`config.mk`:
```
export PLATFORM = sky130hd
export DESIGN_NAME = cpu_step_sequencer
export DESIGN_NICKNAME = d
export VERILOG_FILES = /design/src/rtl/cpu_pkg.sv /design/src/rtl/pc_next.sv /design/src/rtl/cpu_step_sequencer.sv
export SDC_FILE = /design/constraint.sdc
export NUM_CORES = 1
export LEC_CHECK = 0
export BUFFER_PORTS_ARGS = -buffer_cell sky130_fd_sc_hd__buf_2
export CORE_ASPECT_RATIO = 1.25
export CORE_MARGIN = 8
export CORE_UTILIZATION = 50
export CTS_CLUSTER_SIZE = 28
export DETAILED_ROUTE_END_ITERATION = 10
export GPL_ROUTABILITY_DRIVEN = 0
export HOLD_SLACK_MARGIN = 0.06
export PLACE_DENSITY = 0.86
export SLEW_MARGIN = 20
export SYNTH_ARGS = -nofsm -noshare
export SYNTH_HDL_FRONTEND = slang
export SYNTH_SLANG_ARGS = --single-unit
```
`constraint.sdc`:
```
create_clock -name clk -period 2.8 [get_ports clk]
set_input_delay 0.14 -clock clk [delete_from_list [all_inputs] [get_ports clk]]
set_output_delay 0.14 -clock clk [all_outputs]
set_load 0.02 [all_outputs]
```
`src/rtl/cpu_pkg.sv`:
```
// Shared definitions for the step sequencer and the control FSM:
// one-hot step encodings, opcodes and the step width.
package cpu_pkg;

    localparam int STEP_W = 8;

    typedef enum logic [STEP_W-1:0] {
        S_IDLE = 8'h00,
        S0     = 8'h01,
        S1     = 8'h02,
        S2     = 8'h04,
        S3     = 8'h08,
        S_HALT = 8'h80
    } step_t;

    localparam logic [6:0] OP_ADD = 7'b0110011;
    localparam logic [6:0] OP_LW  = 7'b0000011;
    localparam logic [6:0] OP_SW  = 7'b0100011;
    localparam logic [6:0] OP_BEQ = 7'b1100011;

    // The opcode is only valid in S1, so its class is latched for use in S2.
    typedef enum logic [1:0] {
        K_ADD = 2'd0,
        K_LW  = 2'd1,
        K_SW  = 2'd2
    } kind_t;

endpackage

```
`src/rtl/pc_next.sv`:
```
// Next-PC selection: taken branch adds the signed offset, otherwise step.
module pc_next #(
    parameter logic [31:0] PC_STEP = 32'd4
) (
    input  logic [31:0] pc,
    input  logic [31:0] imm,
    input  logic        is_beq,
    input  logic        zero,
    output logic [31:0] pc_nxt
);

    // Two's complement add modulo 2^32 handles negative offsets and wrap.
    assign pc_nxt = (is_beq && zero) ? (pc + imm) : (pc + PC_STEP);

endmodule

```
`src/rtl/cpu_step_sequencer.sv`:
```
// One-hot step sequencer: fetch/decode/memory/writeback walk, PC and
// retired-instruction counter, with stalls on memory handshakes.
//
// state  | meaning
// S_IDLE | waiting for run
// S0     | fetch, waits for mem_ready
// S1     | decode/execute, beq retires here
// S2     | memory: add passes through, lw/sw wait for mem_ready
// S3     | writeback, retires
// S_HALT | unknown opcode, only reset leaves
module cpu_step_sequencer
    import cpu_pkg::*;
#(
    parameter logic [31:0] RESET_PC = 32'h0000_0000,
    parameter logic [31:0] PC_STEP  = 32'd4
) (
    input  logic              clk,
    input  logic              rst_n,
    input  logic              run,
    input  logic [6:0]        OpI,
    input  logic              zero,
    input  logic [31:0]       imm,
    input  logic              mem_ready,
    output logic [STEP_W-1:0] S,
    output logic [31:0]       PC,
    output logic              mem_req,
    output logic              halted,
    output logic [15:0]       instr_cnt
);

    step_t       state, state_nxt;
    kind_t       kind, kind_nxt;
    logic        retire;
    logic        mem_req_nxt;
    logic        is_beq;
    logic [31:0] pc_cand;

    assign S      = state;
    assign is_beq = (state == S1) && (OpI == OP_BEQ);

    pc_next #(.PC_STEP(PC_STEP)) u_pc_next (
        .pc     (PC),
        .imm    (imm),
        .is_beq (is_beq),
        .zero   (zero),
        .pc_nxt (pc_cand)
    );

    always_ff @(posedge clk) begin
        if (!rst_n) begin
            state     <= S_IDLE;
            kind      <= K_ADD;
            PC        <= RESET_PC;
            mem_req   <= 1'b0;
            halted    <= 1'b0;
            instr_cnt <= 16'd0;
        end else begin
            state   <= state_nxt;
            kind    <= kind_nxt;
            mem_req <= mem_req_nxt;
            halted  <= (state_nxt == S_HALT);
            if (retire) begin
                PC        <= pc_cand;
                instr_cnt <= instr_cnt + 16'd1;
            end
        end
    end

    always_comb begin
        state_nxt = state;
        kind_nxt  = kind;
        retire    = 1'b0;
        case (state)
            S_IDLE: if (run) state_nxt = S0;
            S0:     if (mem_ready) state_nxt = S1;
            S1: begin
                case (OpI)
                    OP_ADD: begin kind_nxt = K_ADD; state_nxt = S2; end
                    OP_LW:  begin kind_nxt = K_LW;  state_nxt = S2; end
                    OP_SW:  begin kind_nxt = K_SW;  state_nxt = S2; end
                    OP_BEQ: retire = 1'b1;
                    default: state_nxt = S_HALT;
                endcase
            end
            S2: begin
                case (kind)
                    K_ADD:   state_nxt = S3;
                    K_LW:    if (mem_ready) state_nxt = S3;
                    K_SW:    if (mem_ready) retire = 1'b1;
                    default: state_nxt = S_HALT;
                endcase
            end
            S3:     retire = 1'b1;
            S_HALT: state_nxt = S_HALT;
            default: state_nxt = S_IDLE;
        endcase
        if (retire) state_nxt = run ? S0 : S_IDLE;
    end

    // Registered so mem_req rises with entry into S0 / lw-sw S2 and falls on exit.
    always_comb begin
        mem_req_nxt = (state_nxt == S0) ||
                      ((state_nxt == S2) && (kind_nxt != K_ADD));
    end

endmodule

```
Word level (Yosys, flattened, before mapping)
Index checks and enable logic that the tools add are counted.
- register bits after elaboration: 60
- $add $sub $neg: 3
- equality and inequality tests: 14
- multiplexer cells: 15
- reduce and logical (&&, ||, !) cells: 8
- operators by type and width (operator ; number):
    $pmux 8 s6 ; 1
    $add 32x3->32 const B ; 1
    $add 32x32->32 ; 1
    $mux 32 ; 1
    $mux 8 ; 4
    $pmux 8 s3 ; 1
    $add 16x1->16 const B ; 1
    $eq 8x1->1 const B ; 2
    $eq 8x3->1 const B ; 2
    $eq 8x8->1 const B ; 2
    $pmux 8 s2 ; 1
    $eq 7x6->1 const B ; 2
    $eq 8x2->1 const B ; 1
    $eq 8x4->1 const B ; 1
    $logic_not 8->1 ; 1
    $eq 7x2->1 const B ; 1
    $eq 7x7->1 const B ; 1
    $pmux 2 s3 ; 1
    $mux 1 ; 4
    $logic_and 1x1->1 ; 3
    $pmux 1 s3 ; 1
    $reduce_or 3->1 ; 1
    $eq 2x1->1 const B ; 1
    $eq 2x2->1 const B ; 1
    other kinds (4) ; 4

Logic depth before layout (Yosys ltp)
- depth in word-level cells: 8
- mapped depth: 9

Hierarchy
From an unflattened synthesis, not the netlist that was laid out.
- cell total of the unflattened synthesis: 703
- area total of the unflattened synthesis: 5156.2 um2
- by module, submodules not included (module ; times used ; cells an instance ; area each (um2) ; seq. area each (um2)):
    cpu_step_sequencer ; 1 ; 321 ; 2647.5 ; 1201.2
    pc_next ; 1 ; 382 ; 2508.7 ; 0.0

Worst setup path after synthesis
Ideal clock, no wire load.
- path kind: flip-flop to flip-flop
- start: register PC[4]
- end: register PC[21]
- setup time: 115 ps
- data arrival time: 2407 ps
- required time: 2685 ps
- slack: 277 ps
- stages on the path, launching flop included: 9
- cells stage by stage: dfxtp_1 ha_1 a21oi_1 o31ai_1 a21oi_1 a21oi_1 a21bo_2 a2111o_1 and3_1
- cells in the longest elaborated chain, start to end: 2
- RTL lines (what ; RTL line ; source):
    start, declared ; cpu_step_sequencer.sv:25 ; output logic [31:0] PC,
    start signal, assigned ; cpu_step_sequencer.sv:63 ; PC <= pc_cand;
    $add 32x3->32 or $add 32x32->32 (tied branches) ; pc_next.sv:13 ; assign pc_nxt = (is_beq && zero) ? (pc + imm) : (pc + PC_STEP);
    $mux 32 * ; pc_next.sv:13 ;
Mark *: on every way between the ends. The rest lies on a longest branch, timed or not.
A chain may end at the register's enable or synchronous reset.

Worst setup path in the final report
- start: register PC[0]
- end: register PC[30]
The elaborated chain is that of the path after synthesis.

==> flow_metrics.tcl <==
set metrics [dict create \
    rr_endpoint "PC[30]" \
    via_per_inst 6.30 \
    grt-ovfl-total 0 \
    synth_area_sq_um 5110 \
    min_period_ns 2.70 \
    power_density_nw_per_um2 346 \
    avgSynthCellArea_sq_um 7.51 \
    vdd_drop_max_uv 429 \
    synthTopCellsByCount "a21oi_1 (83), nand2_1 (65), nor2_1 (61)" \
    insertion_delay_ns 0.32 \
    cts_htree_levels 3 \
    worstMarginPinSlew_ns 0.578 \
    rsz0062_at_grt "yes" \
    place_hpwl_um 12500 \
    ys_types 85 \
    sw_frac_of_total_pct 24.1 \
    coreArea_sq_um 10000 \
    criticalPathCategory "reg2reg" \
    p_sw_uw 519 \
    slew_headroom_pct 61.4 \
    grt_max_degree 30 \
    detail-route-antenna-nets 0 \
    track_usage_pct 23.2 \
    fin_crit_sh_pct 96.3 \
    nets 874 \
    cts_root_buf "clkbuf_16" \
    areaGrowthSynthToFinish_pct 22.0 \
    p_int_uw 1640 \
    clock_skew_ns 0.00945 \
    seq_area_sq_um 1200 \
    crit_required_ns 3.02 \
    cts_tree "yes" \
    power.total_uw 2160 \
    utilization_pct 62.3 \
    cts.sinks 60 \
    drc 0 \
    cts_setup_buffers 0 \
    cts_buffers 9 \
    regToRegSetupSlack_ns 0.10 \
    drive_above_1_share_pct 22.4 \
    ios 102 \
    antenna_found_initial 0 \
    crit_arrival_ns 2.92 \
    synth-seq-cells 60 \
    worstHoldEndpoint "kind[0]" \
    yosysWarnings 0 \
    status "finished clean" \
    path_max_fanout 5 \
    std_cell_rows 41 \
    synth_cells 681 \
    final_max_slew_viol_count 0 \
    antenna_cells 0 \
    first_global_vias 5588 \
    grt_pass1_wl_um 26200 \
    seq_power_share_pct 39.8 \
    max-cap-violations 0 \
    multi_input_area_sq_um 3720 \
    io_buffers 101 \
    finalSetupViolCount 0 \
    p_leak_uw 0.00279 \
    critical_path.startpoint_type "flip-flop" \
    vias 5853 \
    min_from "OpI[5]" \
    synth_edf_count 0 \
    fp.dieH_um 129 \
    yosys.area.top_type "dfxtp_1" \
    routed_wl_um 16500 \
    clkTransAtPathRegs_ns 0.06 \
    max_freq_ghz 0.371 \
    synthArstFlopShare_pct 0 \
    fin_setup_tns_ns 0 \
    reg2regPathDepth 9 \
    wl_per_cell_um 17.8 \
    synthTopCellsByArea "dfxtp_1 (24%), a21oi_1 (8.1%), ha_1 (8.1%), nand2_1 (4.8%), o21ai_0 (4.6%)" \
    synth_ff_type "dfxtp_1" \
    hold_path.class "in2reg" \
    yosysSeqAreaShare_pct 23.5 \
    rr_startpoint "PC[0]" \
    power_frac_clock_pct 51.2 \
    synth_top_area_share_pct 23.5 \
    report.final.hold_viol_count 0 \
    endpoint_kind "flip-flop" \
    holdPathStages 3 \
    fp.dieArea_sq_um 13700 \
    fp.dieW_um 106 \
    nFillCells 899 \
    clock_path_buffers 2 \
    firstDrtPassIters 5 \
    combPwrFrac_pct 9.0 \
    initial_core_util_pct 51.1 \
    dr.first_iter.drc_count 490 \
    synth.most_common_cell "a21oi_1" \
]
[worst max-delay path, stage by stage (launching register included)]
cell	delay (ns)
dfxtp_1	0.32
ha_1	0.23
fa_1	0.42
a21oi_1	0.26
o211ai_1	0.24
a31oi_2	0.29
o31ai_4	0.16
a41oi_1	0.32
o2111ai_1	0.16
a41o_1	0.20
[metrics by stage]
| step | instance area, sq um | instances | setup WS [ns] | hold WS [ns] |
|---|---|---|---|---|
| 2_1_floorplan | 5120 | 683 | 0.277 | 0.254 |
| 3_3_place_gp | 5910 | 913 | 0.225 | 0.389 |
| 3_5_place_dp | 5910 | 913 | 0.113 | 0.395 |
| 4_1_cts | 6210 | 929 | 0.0737 | 0.164 |
| 5_1_grt | 6230 | 929 | -0.0192 | 0.192 |
| 6_report | 6230 | 929 | 0.104 | 0.172 |
[how the worst max path moves through the flow]
stage	to	cells past startpoint	slack, ns	startpoint
finish	PC[30]	9	0.10	PC[0]
global route	PC[26]	9	-0.02	PC[0]
CTS	PC[30]	9	0.07	PC[0]
detailed placement	PC[30]	9	0.11	PC[0]
global placement	PC[20]	9	0.23	PC[0]
floorplan	PC[21]	8	0.28	PC[4]
[layer usage]
| metal | vias to the layer above | routed length, um | GRT usage [%] | part of all wire, % |
|---|---|---|---|---|
| li1 | 2758 | - | - | - |
| met1 | 2707 | 6450 | 25.8 | 39 |
| met2 | 317 | 8000 | 40.8 | 48 |
| met3 | 71 | 1220 | 4.12 | 7.4 |
| met4 | 0 | 827 | 13.4 | 5.0 |
| met5 | - | 0 | 0 | 0 |
[what timing repair did]
item,CTS,global route
endpoints found under the hold margin,1,0
hold buffers,1,0
endpoints found under the setup margin,0,4
gates resized for setup,0,3
[power by group through the flow]
| stage | combinational (uW) | clock, uW | sequential [uW] |
|---|---|---|---|
| finish | 194 | 1100 | 858 |
| global route | 211 | 1160 | 858 |
| CTS | 189 | 1110 | 858 |
| detailed placement | 187 | 0 | 877 |
| global placement | 183 | 0 | 876 |
| floorplan | 112 | 0 | 881 |
[cells in the final DEF, fill, tap and decap left out, drive strengths merged, types with 5 or more instances in the layout]
cell type and instances:
o31ai 5, mux2i 5, buf 137, nor4 7, nor3 17, or3 6
o211ai 5, nand4 17, o21ai 48, clkbuf 11, nor2b 6, and3 16
o21bai 5, nand3 35, nand2 65, o21a 7, ha 33, a21o 17
a31oi 13, and4 5, a211oi 8, inv 15, nor2 62, a21oi 84
dfxtp 60, and2 12, xnor2 16, xor2 17
[cells by family after synthesis]
kind of cell | Yosys count | share of synthesized area [%]
buffers and inverters | 52 | 4.26
other | 1 | 0.0734
and+or+nand+nor | 264 | 27.4
xor gates and xnor gates | 33 | 5.65
adders and majority gates | 35 | 8.67
AOI/OAI and AO/OA | 229 | 29.0
DFF | 60 | 23.5
muxes | 7 | 1.42
[cell type report]
cell class                      instances  area share (%)
Multi-Input combinational cell        571            59.7
Clock buffer                           11            3.89
Sequential cell                        60            19.3
Tap cell                              129            2.59
Clock inverter                          4           0.803
Inverter                               16           0.963
Timing Repair Buffer                  138            12.8
[sequential cells by signal, indices dropped and copies added, names as in the netlist]
register,count
S,8
halted,1
instr_cnt,16
mem_req,1
kind,2
PC,32
No activity file was read; power rests on OpenSTA's default activity.
